## src/rtl/spi32_arbiter.sv

```systemverilog
// spi32_arbiter: round-robin sharing of one 32-bit SPI engine between N_REQ requesters.
// Define SPI32_ARB_TIMEOUT_EN to add the ARM/XFER watchdog limited by TIMEOUT_CYCLES.
module spi32_arbiter #(
    parameter int unsigned N_REQ          = 4,
    parameter int unsigned GAP_CYCLES     = 2,
    parameter int unsigned TIMEOUT_CYCLES = 1023
) (
    input  logic                clk_in,
    input  logic                reset_in,
    input  logic [N_REQ-1:0]    req_valid,
    input  logic [32*N_REQ-1:0] req_data,
    output logic [N_REQ-1:0]    req_ack,
    output logic [31:0]         resp_data,
    output logic                resp_error,
    output logic [2:0]          grant_id,
    output logic                arb_busy,
    output logic                spi_enabled,
    output logic [31:0]         spi_data_in,
    output logic                spi_continue_read,
    input  logic                spi_busy,
    input  logic [31:0]         spi_data_out
);

    if (N_REQ < 2 || N_REQ > 8) begin : g_bad_n_req
        $error("spi32_arbiter: N_REQ must be 2..8");
    end
    if (GAP_CYCLES < 1 || GAP_CYCLES > 255) begin : g_bad_gap
        $error("spi32_arbiter: GAP_CYCLES must be 1..255");
    end
    if (TIMEOUT_CYCLES < 1 || TIMEOUT_CYCLES > 65535) begin : g_bad_timeout
        $error("spi32_arbiter: TIMEOUT_CYCLES must be 1..65535");
    end

    typedef enum logic [2:0] {
        ST_IDLE,
        ST_ARM,
        ST_XFER,
        ST_DONE,
        ST_GAP
    } state_t;

    state_t           state;
    state_t           state_nxt;
    logic [2:0]       rr_ptr;
    logic [2:0]       ptr_next;
    logic [7:0]       gap_cnt;
    logic [N_REQ-1:0] req_rot;
    logic             pick_found;
    logic [2:0]       pick_idx;
    logic [3:0]       pick_sum;
    logic [31:0]      pick_data;
    logic [N_REQ-1:0] ack_onehot;
    logic             timed_out;

`ifdef SPI32_ARB_TIMEOUT_EN
    logic [15:0]      wd_cnt;
    logic             wd_hit;
    logic             timeout_take;
`endif

    assign spi_continue_read = 1'b0;
    assign arb_busy          = (state != ST_IDLE);
    assign ptr_next          = (grant_id == 3'(N_REQ - 1)) ? '0 : grant_id + 3'd1;

    // Rotating a doubled request vector by the pointer turns the wrap-around
    // search into a plain lowest-set-bit search.
    assign req_rot = N_REQ'({req_valid, req_valid} >> rr_ptr);

    always_comb begin
        pick_found = 1'b0;
        pick_idx   = '0;
        pick_sum   = '0;
        for (int unsigned i = 0; i < N_REQ; i++) begin
            if (!pick_found && req_rot[i]) begin
                pick_found = 1'b1;
                pick_sum   = {1'b0, rr_ptr} + 4'(i);
                if (pick_sum >= 4'(N_REQ)) begin
                    pick_sum = pick_sum - 4'(N_REQ);
                end
                pick_idx = pick_sum[2:0];
            end
        end
    end

    always_comb begin
        pick_data = '0;
        for (int unsigned i = 0; i < N_REQ; i++) begin
            if (pick_idx == 3'(i)) begin
                pick_data = req_data[32*i +: 32];
            end
        end
    end

    always_comb begin
        ack_onehot = '0;
        for (int unsigned i = 0; i < N_REQ; i++) begin
            ack_onehot[i] = (grant_id == 3'(i));
        end
    end

    always_comb begin
        state_nxt = state;
`ifdef SPI32_ARB_TIMEOUT_EN
        timeout_take = 1'b0;
`endif
        case (state)
            ST_IDLE: begin
                if (pick_found) begin
                    state_nxt = ST_ARM;
                end
            end
            ST_ARM: begin
                if (spi_busy) begin
                    state_nxt = ST_XFER;
                end
`ifdef SPI32_ARB_TIMEOUT_EN
                else if (wd_hit) begin
                    state_nxt    = ST_DONE;
                    timeout_take = 1'b1;
                end
`endif
            end
            ST_XFER: begin
                if (!spi_busy) begin
                    state_nxt = ST_DONE;
                end
`ifdef SPI32_ARB_TIMEOUT_EN
                else if (wd_hit) begin
                    state_nxt    = ST_DONE;
                    timeout_take = 1'b1;
                end
`endif
            end
            ST_DONE: state_nxt = ST_GAP;
            ST_GAP: begin
                if (gap_cnt <= 8'd1) begin
                    state_nxt = ST_IDLE;
                end
            end
            default: state_nxt = ST_IDLE;
        endcase
    end

    always_ff @(posedge clk_in or posedge reset_in) begin
        if (reset_in) begin
            state       <= ST_IDLE;
            rr_ptr      <= '0;
            gap_cnt     <= '0;
            req_ack     <= '0;
            resp_data   <= '0;
            grant_id    <= '0;
            spi_enabled <= 1'b0;
            spi_data_in <= '0;
        end else begin
            state   <= state_nxt;
            req_ack <= '0;
            case (state)
                ST_IDLE: begin
                    if (pick_found) begin
                        grant_id    <= pick_idx;
                        spi_data_in <= pick_data;
                        spi_enabled <= 1'b1;
                    end
                end
                ST_DONE: begin
                    resp_data   <= timed_out ? '0 : spi_data_out;
                    req_ack     <= ack_onehot;
                    spi_enabled <= 1'b0;
                    rr_ptr      <= ptr_next;
                    gap_cnt     <= 8'(GAP_CYCLES);
                end
                ST_GAP: gap_cnt <= gap_cnt - 8'd1;
                default: ;
            endcase
        end
    end

`ifdef SPI32_ARB_TIMEOUT_EN
    assign wd_hit = (wd_cnt == 16'(TIMEOUT_CYCLES - 1));

    // Counter restarts on every state change so ARM and XFER are timed separately.
    always_ff @(posedge clk_in or posedge reset_in) begin
        if (reset_in) begin
            wd_cnt     <= '0;
            timed_out  <= 1'b0;
            resp_error <= 1'b0;
        end else begin
            if (state_nxt != state) begin
                wd_cnt <= '0;
            end else if (state == ST_ARM || state == ST_XFER) begin
                wd_cnt <= wd_cnt + 16'd1;
            end
            if (state_nxt == ST_DONE) begin
                timed_out <= timeout_take;
            end
            if (state == ST_DONE) begin
                resp_error <= timed_out;
            end
        end
    end
`else
    assign timed_out  = 1'b0;
    assign resp_error = 1'b0;
`endif

endmodule

```

## config.mk

```make
export PLATFORM = sky130hd
export DESIGN_NAME = spi32_arbiter
export DESIGN_NICKNAME = d
export VERILOG_FILES = /design/src/rtl/spi32_arbiter.sv
export SDC_FILE = /design/constraint.sdc
export NUM_CORES = 1
export LEC_CHECK = 0
export BUFFER_PORTS_ARGS = -buffer_cell sky130_fd_sc_hd__buf_2
export CORE_MARGIN = 2
export CORE_UTILIZATION = 50
export DETAILED_ROUTE_END_ITERATION = 10
export PLACE_DENSITY = 0.86
export SETUP_SLACK_MARGIN = 0.3
export SYNTH_ARGS = -nofsm -noshare
export SYNTH_HDL_FRONTEND = slang
export SYNTH_SLANG_ARGS = --single-unit
```

## constraint.sdc

```tcl
create_clock -name clk_in -period 6.85 [get_ports clk_in]
set_input_delay 0.3425 -clock clk_in [delete_from_list [all_inputs] [get_ports clk_in]]
set_output_delay 0.3425 -clock clk_in [all_outputs]
set_load 0.05 [all_outputs]
```

After elaboration in Yosys (flattened, before gate mapping)

Index checks and enable logic that the tools add are counted.

Register bits: 86
Input bits: 167
Output and inout port bits: 75
Logic and storage cells: 78

$add $sub $neg: 9
Magnitude comparators: 5
Eq/ne operators: 14
Shifts and indexed selects: 1
Muxes and demuxes: 26
Reduce and logical (&&, ||, !) cells: 15

Operators by type and width:

| cell                  | number |
|---|---|
| $mux W32              | 4 |
| $mux W3               | 13 |
| $eq A3 B2 Y1 const B  | 6 |
| $pmux W8 S2           | 1 |
| $pmux W3 S5           | 1 |
| $ge A4 B3 Y1 const B  | 3 |
| $sub A3 B3 Y3 const B | 4 |
| $eq A3 B1 Y1 const B  | 3 |
| $logic_not A3 Y1      | 3 |
| $add A3 B2 Y4 const B | 2 |
| $le A8 B1 Y1 const B  | 1 |
| $ne A2 B2 Y1 const B  | 4 |
| $shr A8 B3 Y4         | 1 |
| $sub A8 B1 Y8 const B | 1 |
| $mux W1               | 5 |
| $add A3 B1 Y4 const B | 1 |
| $mux W4               | 1 |
| $reduce_and A2 Y1     | 2 |
| $reduce_and A4 Y1     | 1 |
| $reduce_bool A2 Y1    | 2 |
| $add A3 B1 Y3 const B | 1 |
| $eq A3 B3 Y1 const B  | 1 |
| $ge A3 B3 Y1 const B  | 1 |
| $logic_and A1 B1 Y1   | 3 |
| other kinds (3)       | 5 |

Logic depth before layout (Yosys ltp)

Gate-level depths: netlist (run 1).

Depth after elaboration: 16
Mapped depth: 10
Gate-level depth less buffers: 8

Worst setup path before layout (run 1)

OpenSTA, ideal clock, no wires.

Path kind: reg-to-reg
From: register rr_ptr[1]
To: register spi_data_in[0]
Library setup time: 0.143 ns
Data arrival time: 2.354 ns
Data required time: 6.707 ns
Slack: 4.352 ns
Cell stages (with the launch flop): 11
Buffers on the path: 3
Clock period less this slack: 2.498 ns
Path through: dfrtp_1 > clkbuf_1 > inv_1 > ha_1 > o21ai_1 > o211ai_1 > a222oi_1 > and3_1 > clkbuf_1 > clkbuf_1 > a22oi_1

Cells in the longest elaborated chain, start to end: 16
Elaborated cells on any way between the ends: 39
Classes of those cells: add/sub (7); order compare (4); eq/ne (3); shift (1); mux (16); reduce/logical (8)

Ends and longest elaborated chain:

| item                                                                   | RTL line | RTL |
|---|---|---|
| start, declared                                                        | 44       | `logic [2:0] rr_ptr;` |
| start signal, assigned                                                 | 169      | `rr_ptr <= ptr_next;` |
| parallel branches: the longest is 16 deep, another holds $add A3 B1 Y4 | -        |  |
| end signal, assigned                                                   | 161      | `spi_data_in <= pick_data;` |
| end, declared                                                          | 18       | `output logic [31:0] spi_data_in,` |

Several ways; the timed one is not identified.
A chain may end at the register's enable or synchronous reset.

Final worst setup path (run 1)

From: register rr_ptr[0]
To: register spi_data_in[27]

Same word-level chain as after synthesis.

==> results of run 1 <==
## stage by stage
step | util [%] | hold WS, ps
final | 66.6 | 185
after global routing | 66.6 | 183
after CTS | 66.6 | 175
after detailed placement | 64.1 | 461
after floorplan | - | 448
after global placement | 64.1 | 451
## sequential cells by signal, indices dropped and copies added, names as in the netlist
name and cells:
gap_cnt 8, state 3, req_ack 4, spi_data_in 32
rr_ptr 3, grant_id 3, resp_data 32, spi_enabled 1
## area by class of cell
class                           instances  share of cell area (%)
Clock buffer                           11                    2.05
Clock inverter                          5                    1.68
Multi-Input combinational cell        365                    36.4
Inverter                               74                    4.35
Timing Repair Buffer                  246                    19.5
Sequential cell                        86                    33.5
Tap cell                              133                    2.59
## logic make-up after synthesis
| kind of cell | after synthesis |
|---|---|
| AO/OA/AOI/OAI | 136 |
| adder cells (fa/ha/maj) | 7 |
| buffers and inverters | 111 |
| flip-flops | 86 |
| multiplexers | 35 |
| other | 1 |
| AND/OR/NAND/NOR | 185 |
## cells in the final DEF (no fill, tap or decap), types with 3 or more instances in the layout
cell,synthesis,layout
nand3b_1,4,4
inv_1,74,73
nand2_1,108,108
dfrtp_1,86,86
nor2_1,12,12
mux2i_1,34,34
o211ai_1,3,3
a21oi_1,7,6
o21ai_0,41,41
bufinv_16,0,3
ha_1,7,7
nand2b_1,38,38
buf_4,5,7
buf_2,7,239
nor2b_1,3,3
a221o_1,32,32
nand3_1,5,5
clkbuf_8,0,9
a22oi_1,32,32
nor3b_1,4,4
## layer usage
metal,part of all wire (%),vias to the layer above
met5,0,-
met4,3.5,0
met3,7.7,42
met2,50,237
met1,38,2259
li1,-,2357
## worst min-delay path, stage by stage
cell     delay, ps
buf_2           70
nand2_1         40
nand2_1         40
## power by group through the flow
stage	Clock (mW)	Combinational [mW]	Sequential (mW)
detailed placement	0	2.18	0.918
finish	0.423	2.18	0.915
global route	0.449	2.35	0.944
floorplan	0	0.990	1.58
CTS	0.428	2.18	0.911
global placement	0	2.10	0.905
## worst min path at each step
stage                      from             to  slack [ps]  cells after the start
4_1_cts        spi_data_out[10]  resp_data[10]         170                      3
2_1_floorplan   spi_data_out[0]   resp_data[0]         450                      2
6_report       spi_data_out[10]  resp_data[10]         180                      3
5_1_grt        spi_data_out[25]  resp_data[25]         180                      3
3_3_place_gp      resp_data[28]  resp_data[28]         450                      2
3_5_place_dp        spi_enabled    spi_enabled         460                      1
==> run_results.csv, run 1 <==
group,metric,value,unit
synthesis,synth_top_area_cell,"dfrtp_1",
global_route,grt_pass1_vias,4631,
status,status,"completed",
worst_setup_path,cp-endpoint,"spi_data_in[27]",
synthesis,yosys.cell_types.count,48,
place,dp_slack,3770,ps
sta,tightest_slew,1110,ps
worst_setup_path,critPathLaunch,"rr_ptr[0]",
finish,fin_cells,920,
cts,cts_hold_buf,0,
finish,design_area,0.00642,mm²
synthesis,synth_top_family_by_area,"compound AO/OA/AOI/OAI gates",
detailed_routing,dr.pass1.iters,5,
sta,final.min_clock_period,3100,ps
detailed_routing,drc,0,
power,p_per_area,548,mW/mm²
flow_run,drv_cap,0,
global_route,grt_max_degree,87,
synthesis,synth_flop_cell,"dfrtp_1",
synthesis,syn-cell-area,0.00490,mm²
cts,clock-sinks,86,
finish,fillers,791,
sta,setup_viol,0,
cts,cts_buffers,9,
synthesis,synth_compound_area_share,20.3,%
detailed_routing,num_vias,4895,
worst_setup_path,r2r_start,"rr_ptr[0]",
worst_setup_path,worstPathMaxFanout,22,
cts,ctsResizeCount,0,
global_route,grtUsageMet3,5.56,%
place,hpwlAfterDp,10400,µm
power,total_power,3.52,mW
synthesis,synth-xor-area-share,0,%
sta,maxSlewViolCount,0,
worst_setup_path,start_kind,"flop",
place,place_area,0.00618,mm²
cts,path_clk_slew,80,ps
synthesis,yosys.cell_count.top_type,"nand2_1",
detailed_routing,wl_per_cell,15.3,µm
synthesis,synth_area_leaders,"dfrtp_1 44%, nand2_1 8.3%, mux2i_1 6.9%",
worst_setup_path,end_kind,"flop",
global_route,grt.met1_usage,29.2,%
floorplan,die_y,103,µm
place,io_buffers,239,
cts,cts_tree,"done",
worst_setup_path,worstSetupPathDepth,8,
synthesis,synth_common_cells,"108 x nand2_1, 86 x dfrtp_1, 74 x inv_1, 41 x o21ai_0, 38 x nand2b_1",
detailed_routing,drt_iter0_markers,235,
floorplan,initial_utilization,50.9,%
sta,skew,9.48,ps
detailed_routing,wirelength,14100,µm
place,gp_congestion,0.839,
power,combPwrFrac,62.0,%
power,pwr-share-seq,26.0,%
min_path,hold_class,"in -> reg",
synthesis,synth-adder-area-share,1.79,%
worst_setup_path,max_stage_delay,610,ps
worst_setup_path,crit_path_top_delay_cell,"dfrtp_1",
cts,post-cts-setup-buffer-count,0,
global_route,busiest_layer,"met2",
floorplan,rows,36,
synthesis,synthArstFlopShare,100,%
synthesis,ys_ff_latch,86,
worst_setup_path,ff2ff_path_depth,8,
floorplan,die_w,103,µm
detailed_routing,ant_nets,0,
synthesis,synthMuxAreaShare,7.17,%
sta,setup_tns,0,ps
cts,max-clock-path-buffers,2,
sta,hold_violations,0,
place,placedCellCount,904,
finish,drive_gt1_share,33.9,%
global_route,grt.total_usage,25.6,%
worst_setup_path,cp.buffers_inverters,2,
cts,cts_htree_levels,3,
finish,antenna_cells,0,
global_route,grt_pass1_wl,21300,µm
synthesis,synthSimpleGateAreaFrac,17.7,%
global_route,antenna_found_initial,0,
sta,min_period_over_period,45.3,%
synthesis,yosys_warnings,0,
worst_setup_path,timing.rr.end,"spi_data_in[27]",
synthesis,synth_enable_flop_cells,0,
finish,multi_input_area,0.00233,mm²
floorplan,die_area,0.0106,mm²
worst_setup_path,cp_top_family,"compound AO/OA/AOI/OAI gates",
synthesis,synth_area_per_cell,8.74,µm²
worst_setup_path,rrSetupSlack,3750,ps
sta,slew_headroom,25.7,%
sta,grt_setup_unrepaired,"no",
synthesis,synth.yosys.seq_area_share,43.9,%
synthesis,syn_inst,561,
power,clkPwrFrac,12.0,%
global_route,overflow,0,
power,vdd_drop_max,0.000311,V
worst_setup_path,critPathKind,"reg -> reg",
finish,syn2layout_area_growth,30.9,%
cts,worstSkewPairLatency,340,ps
power,switching_share,52.6,%
global_route,grt_use_met2,45.8,%
power,intPower,1.67,mW
finish,final_net_count,956,
worst_setup_path,cp.required,7070,ps
worst_setup_path,cp_data_arrival_time,3320,ps
detailed_routing,viasPerCell,5.32,
sta,fmax,322,MHz
power,switchingPower,1.85,mW
power,leakage,3.61,nW
sta,setup_ws,3750,ps
floorplan,coreArea,0.00964,mm²
floorplan,ios,242,
worst_setup_path,crit_chain,"inv_1 -> ha_1 -> o21ai_1 -> o211ai_1 -> a222oi_1 -> and3_1 -> buf_4 -> a22oi_1",
synthesis,yosysTopAreaCellShare,43.9,%
cts,ctsRootBufferMaster,"clkbuf_8",
finish,regArea,0.00215,mm²
Power figures use the tool's default switching activity.
==> run 2, diff against run 1 <==
Settings changed: ABC_AREA set to 1, CORE_UTILIZATION 50 to 43, PLACE_DENSITY 0.86 to 0.78.
Clock period 6.85 ns to 2.55 ns, I/O delays scaled along.
==> run_results.csv, run 2 <==
group,metric,value,unit
cts,cts_htree_levels,3,
synthesis,synth_common_cells,"265 x nand2_1, 86 x dfrtp_1, 79 x inv_1, 76 x nand3_1, 67 x nand4_1",
global_route,overflow,0,
worst_setup_path,max_stage_delay,450,ps
worst_setup_path,rrSetupSlack,540,ps
place,hpwlAfterDp,10500,µm
detailed_routing,drc,0,
floorplan,die_y,113,µm
finish,antenna_cells,0,
synthesis,synth_area_per_cell,7.00,µm²
finish,syn2layout_area_growth,36.7,%
synthesis,synthMuxAreaShare,0.195,%
detailed_routing,drt_iter0_markers,430,
synthesis,yosys.cell_count.top_type,"nand2_1",
worst_setup_path,worstPathMaxFanout,48,
synthesis,yosysTopAreaCellShare,41.8,%
global_route,grt_pass1_vias,5228,
min_path,hp-start,"spi_data_out[1]",
cts,max-clock-path-buffers,2,
floorplan,coreArea,0.0116,mm²
sta,grt_setup_unrepaired,"no",
synthesis,synthSimpleGateAreaFrac,38.4,%
worst_setup_path,cp_data_arrival_time,2240,ps
sta,tightest_slew,665,ps
place,gp_congestion,0.903,
sta,fmax,497,MHz
floorplan,ios,242,
place,io_buffers,239,
flow_run,drv_cap,0,
floorplan,die_w,113,µm
sta,setup_viol,0,
synthesis,synth_top_family_by_area,"simple AND/OR/NAND/NOR gates",
min_path,min_to,"resp_data[1]",
synthesis,syn_inst,735,
worst_setup_path,crit_chain,"inv_4 -> nand2_1 -> nand3_1 -> nand3_2 -> nand2_1 -> nand2_1 -> nand2_1 -> nand2_2 -> clkbuf_16 -> o21ai_0 -> nand3_1 -> nand2_1 -> nand2_1",
cts,cts_buffers,9,
synthesis,yosys.cell_types.count,30,
finish,final_net_count,1152,
cts,ctsRootBufferMaster,"clkbuf_16",
synthesis,synthArstFlopShare,100,%
worst_setup_path,timing.rr.end,"spi_data_in[1]",
global_route,grt_pass1_wl,24500,µm
place,dp_slack,500,ps
sta,setup_ws,536,ps
detailed_routing,dr.pass1.iters,5,
sta,min_period_over_period,79.0,%
finish,fillers,1040,
sta,final.min_clock_period,2010,ps
sta,setup_tns,0,ps
sta,maxSlewViolCount,0,
worst_setup_path,start_kind,"flop",
finish,multi_input_area,0.00238,mm²
floorplan,initial_utilization,44.5,%
synthesis,yosys_warnings,0,
finish,layout_common_cells,"264 x nand2_1, 239 x buf_2, 86 x dfrtp_1, 78 x inv_1, 76 x nand3_1",
synthesis,synth_flop_cell,"dfrtp_1",
finish,mostFrequentLayoutCell,"nand2_1",
worst_setup_path,end_kind,"flop",
worst_setup_path,r2r_start,"rr_ptr[0]",
cts,cts_tree,"done",
synthesis,ys_ff_latch,86,
sta,slew_headroom,55.6,%
status,status,"completed",
finish,fin_util,60.8,%
detailed_routing,ant_nets,0,
synthesis,synth.yosys.seq_area_share,41.8,%
synthesis,syn-cell-area,0.00514,mm²
floorplan,rows,39,
sta,skew,5.89,ps
cts,worstSkewPairLatency,330,ps
sta,whs,4.49,ps
power,leakage,4.12,nW
min_path,hold_class,"in -> reg",
synthesis,synth-adder-area-share,1.70,%
detailed_routing,wirelength,15700,µm
cts,path_clk_slew,70,ps
finish,reg_top3,"resp_data: 32 flops, spi_data_in: 32 flops, gap_cnt: 8 flops",
cts,clock-sinks,86,
sta,hold_violations,0,
global_route,grt_max_degree,97,
worst_setup_path,crit_path_top_delay_cell,"dfrtp_1",
synthesis,synth_compound_area_share,5.33,%
worst_setup_path,ff2ff_path_depth,13,
min_path,min_path_cells,3,
detailed_routing,viasPerCell,5.07,
power,p_per_area,1670,mW/mm²
synthesis,synth_top_area_cell,"dfrtp_1",
global_route,grt.total_usage,23.5,%
detailed_routing,num_vias,5710,
detailed_routing,wl_per_cell,14.0,µm
power,vdd_drop_max,0.00112,V
global_route,antenna_found_initial,0,
finish,drive_gt1_share,29.9,%
finish,regArea,0.00215,mm²
synthesis,synth-xor-area-share,0.170,%
synthesis,synth_area_leaders,"dfrtp_1 42%, nand2_1 19%, nand4_1 8.2%",
worst_setup_path,cpMostUsedCell,"nand2_1",
floorplan,die_area,0.0128,mm²
worst_setup_path,cp.required,2770,ps
synthesis,synth_enable_flop_cells,0,
worst_setup_path,critPathKind,"reg -> reg",
==> run 2: cell types whose count changed after synthesis, sizes merged, moves of 4 or more <==
cell,before,now
nor2,12,24
a221o,32,0
mux2i,34,1
nand3b,4,0
clkbuf,25,17
nor3b,4,0
nor3,1,5
a22oi,32,0
nand2,108,269
nand2b,38,0
nand3,5,77
buf,12,33
inv,74,91
nand4,0,67
==> run 2: metrics by stage <==
step	area [µm²]	std cells	total power [mW]
after floorplan	5150	736	8.55
after global placement	6380	1080	9.91
after detailed placement	6380	1080	10.0
after CTS	6960	1124	11.4
after global routing	7030	1126	12.7
final	7030	1126	11.7
==> run 2: report_power, final <==
part	internal, mW	total [mW]	switching [mW]
Sequential	2.01	2.39	0.383
Combinational	2.31	7.99	5.68
Clock	0.779	1.35	0.575
==> run 2: cell type report <==
| class | count | area share (%) |
|---|---|---|
| Clock buffer | 10 | 3.26 |
| Timing Repair Buffer | 281 | 23.7 |
| Clock inverter | 6 | 1.09 |
| Tap cell | 143 | 2.55 |
| Multi-Input combinational cell | 509 | 33.8 |
| Inverter | 91 | 4.98 |
| Sequential cell | 86 | 30.6 |
==> run 2: cell families after synthesis <==
group / Yosys count
flip-flops: 86
buffers and inverters: 141
AO/OA/AOI/OAI: 52
other: 1
adder cells (fa/ha/maj): 7
multiplexers: 1
XOR/XNOR: 1
AND/OR/NAND/NOR: 446
==> run 2: how the worst max path moves through the flow <==
stage | start | endpoint
after floorplan | rr_ptr[0] | spi_data_in[28]
after global placement | rr_ptr[0] | spi_data_in[26]
after detailed placement | rr_ptr[0] | spi_data_in[26]
after CTS | rr_ptr[0] | spi_data_in[8]
after global routing | rr_ptr[0] | spi_data_in[28]
final | rr_ptr[0] | spi_data_in[1]
==> run 2: worst max-delay path, delay by kind of cell, from the launching register on <==
family / cells / cell delay (ps)
AOI/OAI and AO/OA: 1 / 210
buffers and inverters: 2 / 380
DFF: 1 / 450
and+or+nand+nor: 10 / 850
==> run 2: per-layer routing <==
metal / share of wire, % / wire length (µm) / up-vias / track usage (%)
met5: 0 / 0 / - / 0
met4: 2.1 / 327 / 0 / 8.21
met3: 6.7 / 1060 / 24 / 4.55
met2: 49 / 7700 / 243 / 41.6
met1: 42 / 6650 / 2587 / 28.7
li1: - / - / 2856 / -
==> run 2: what timing repair did <==
| action | in CTS | in global routing |
|---|---|---|
| setup endpoints to repair | 0 | 31 |
| resized for setup | 0 | 5 |
| endpoints found under the hold margin | 55 | 0 |
| hold buffers | 28 | 0 |
| buffers inserted | 0 | 0 |
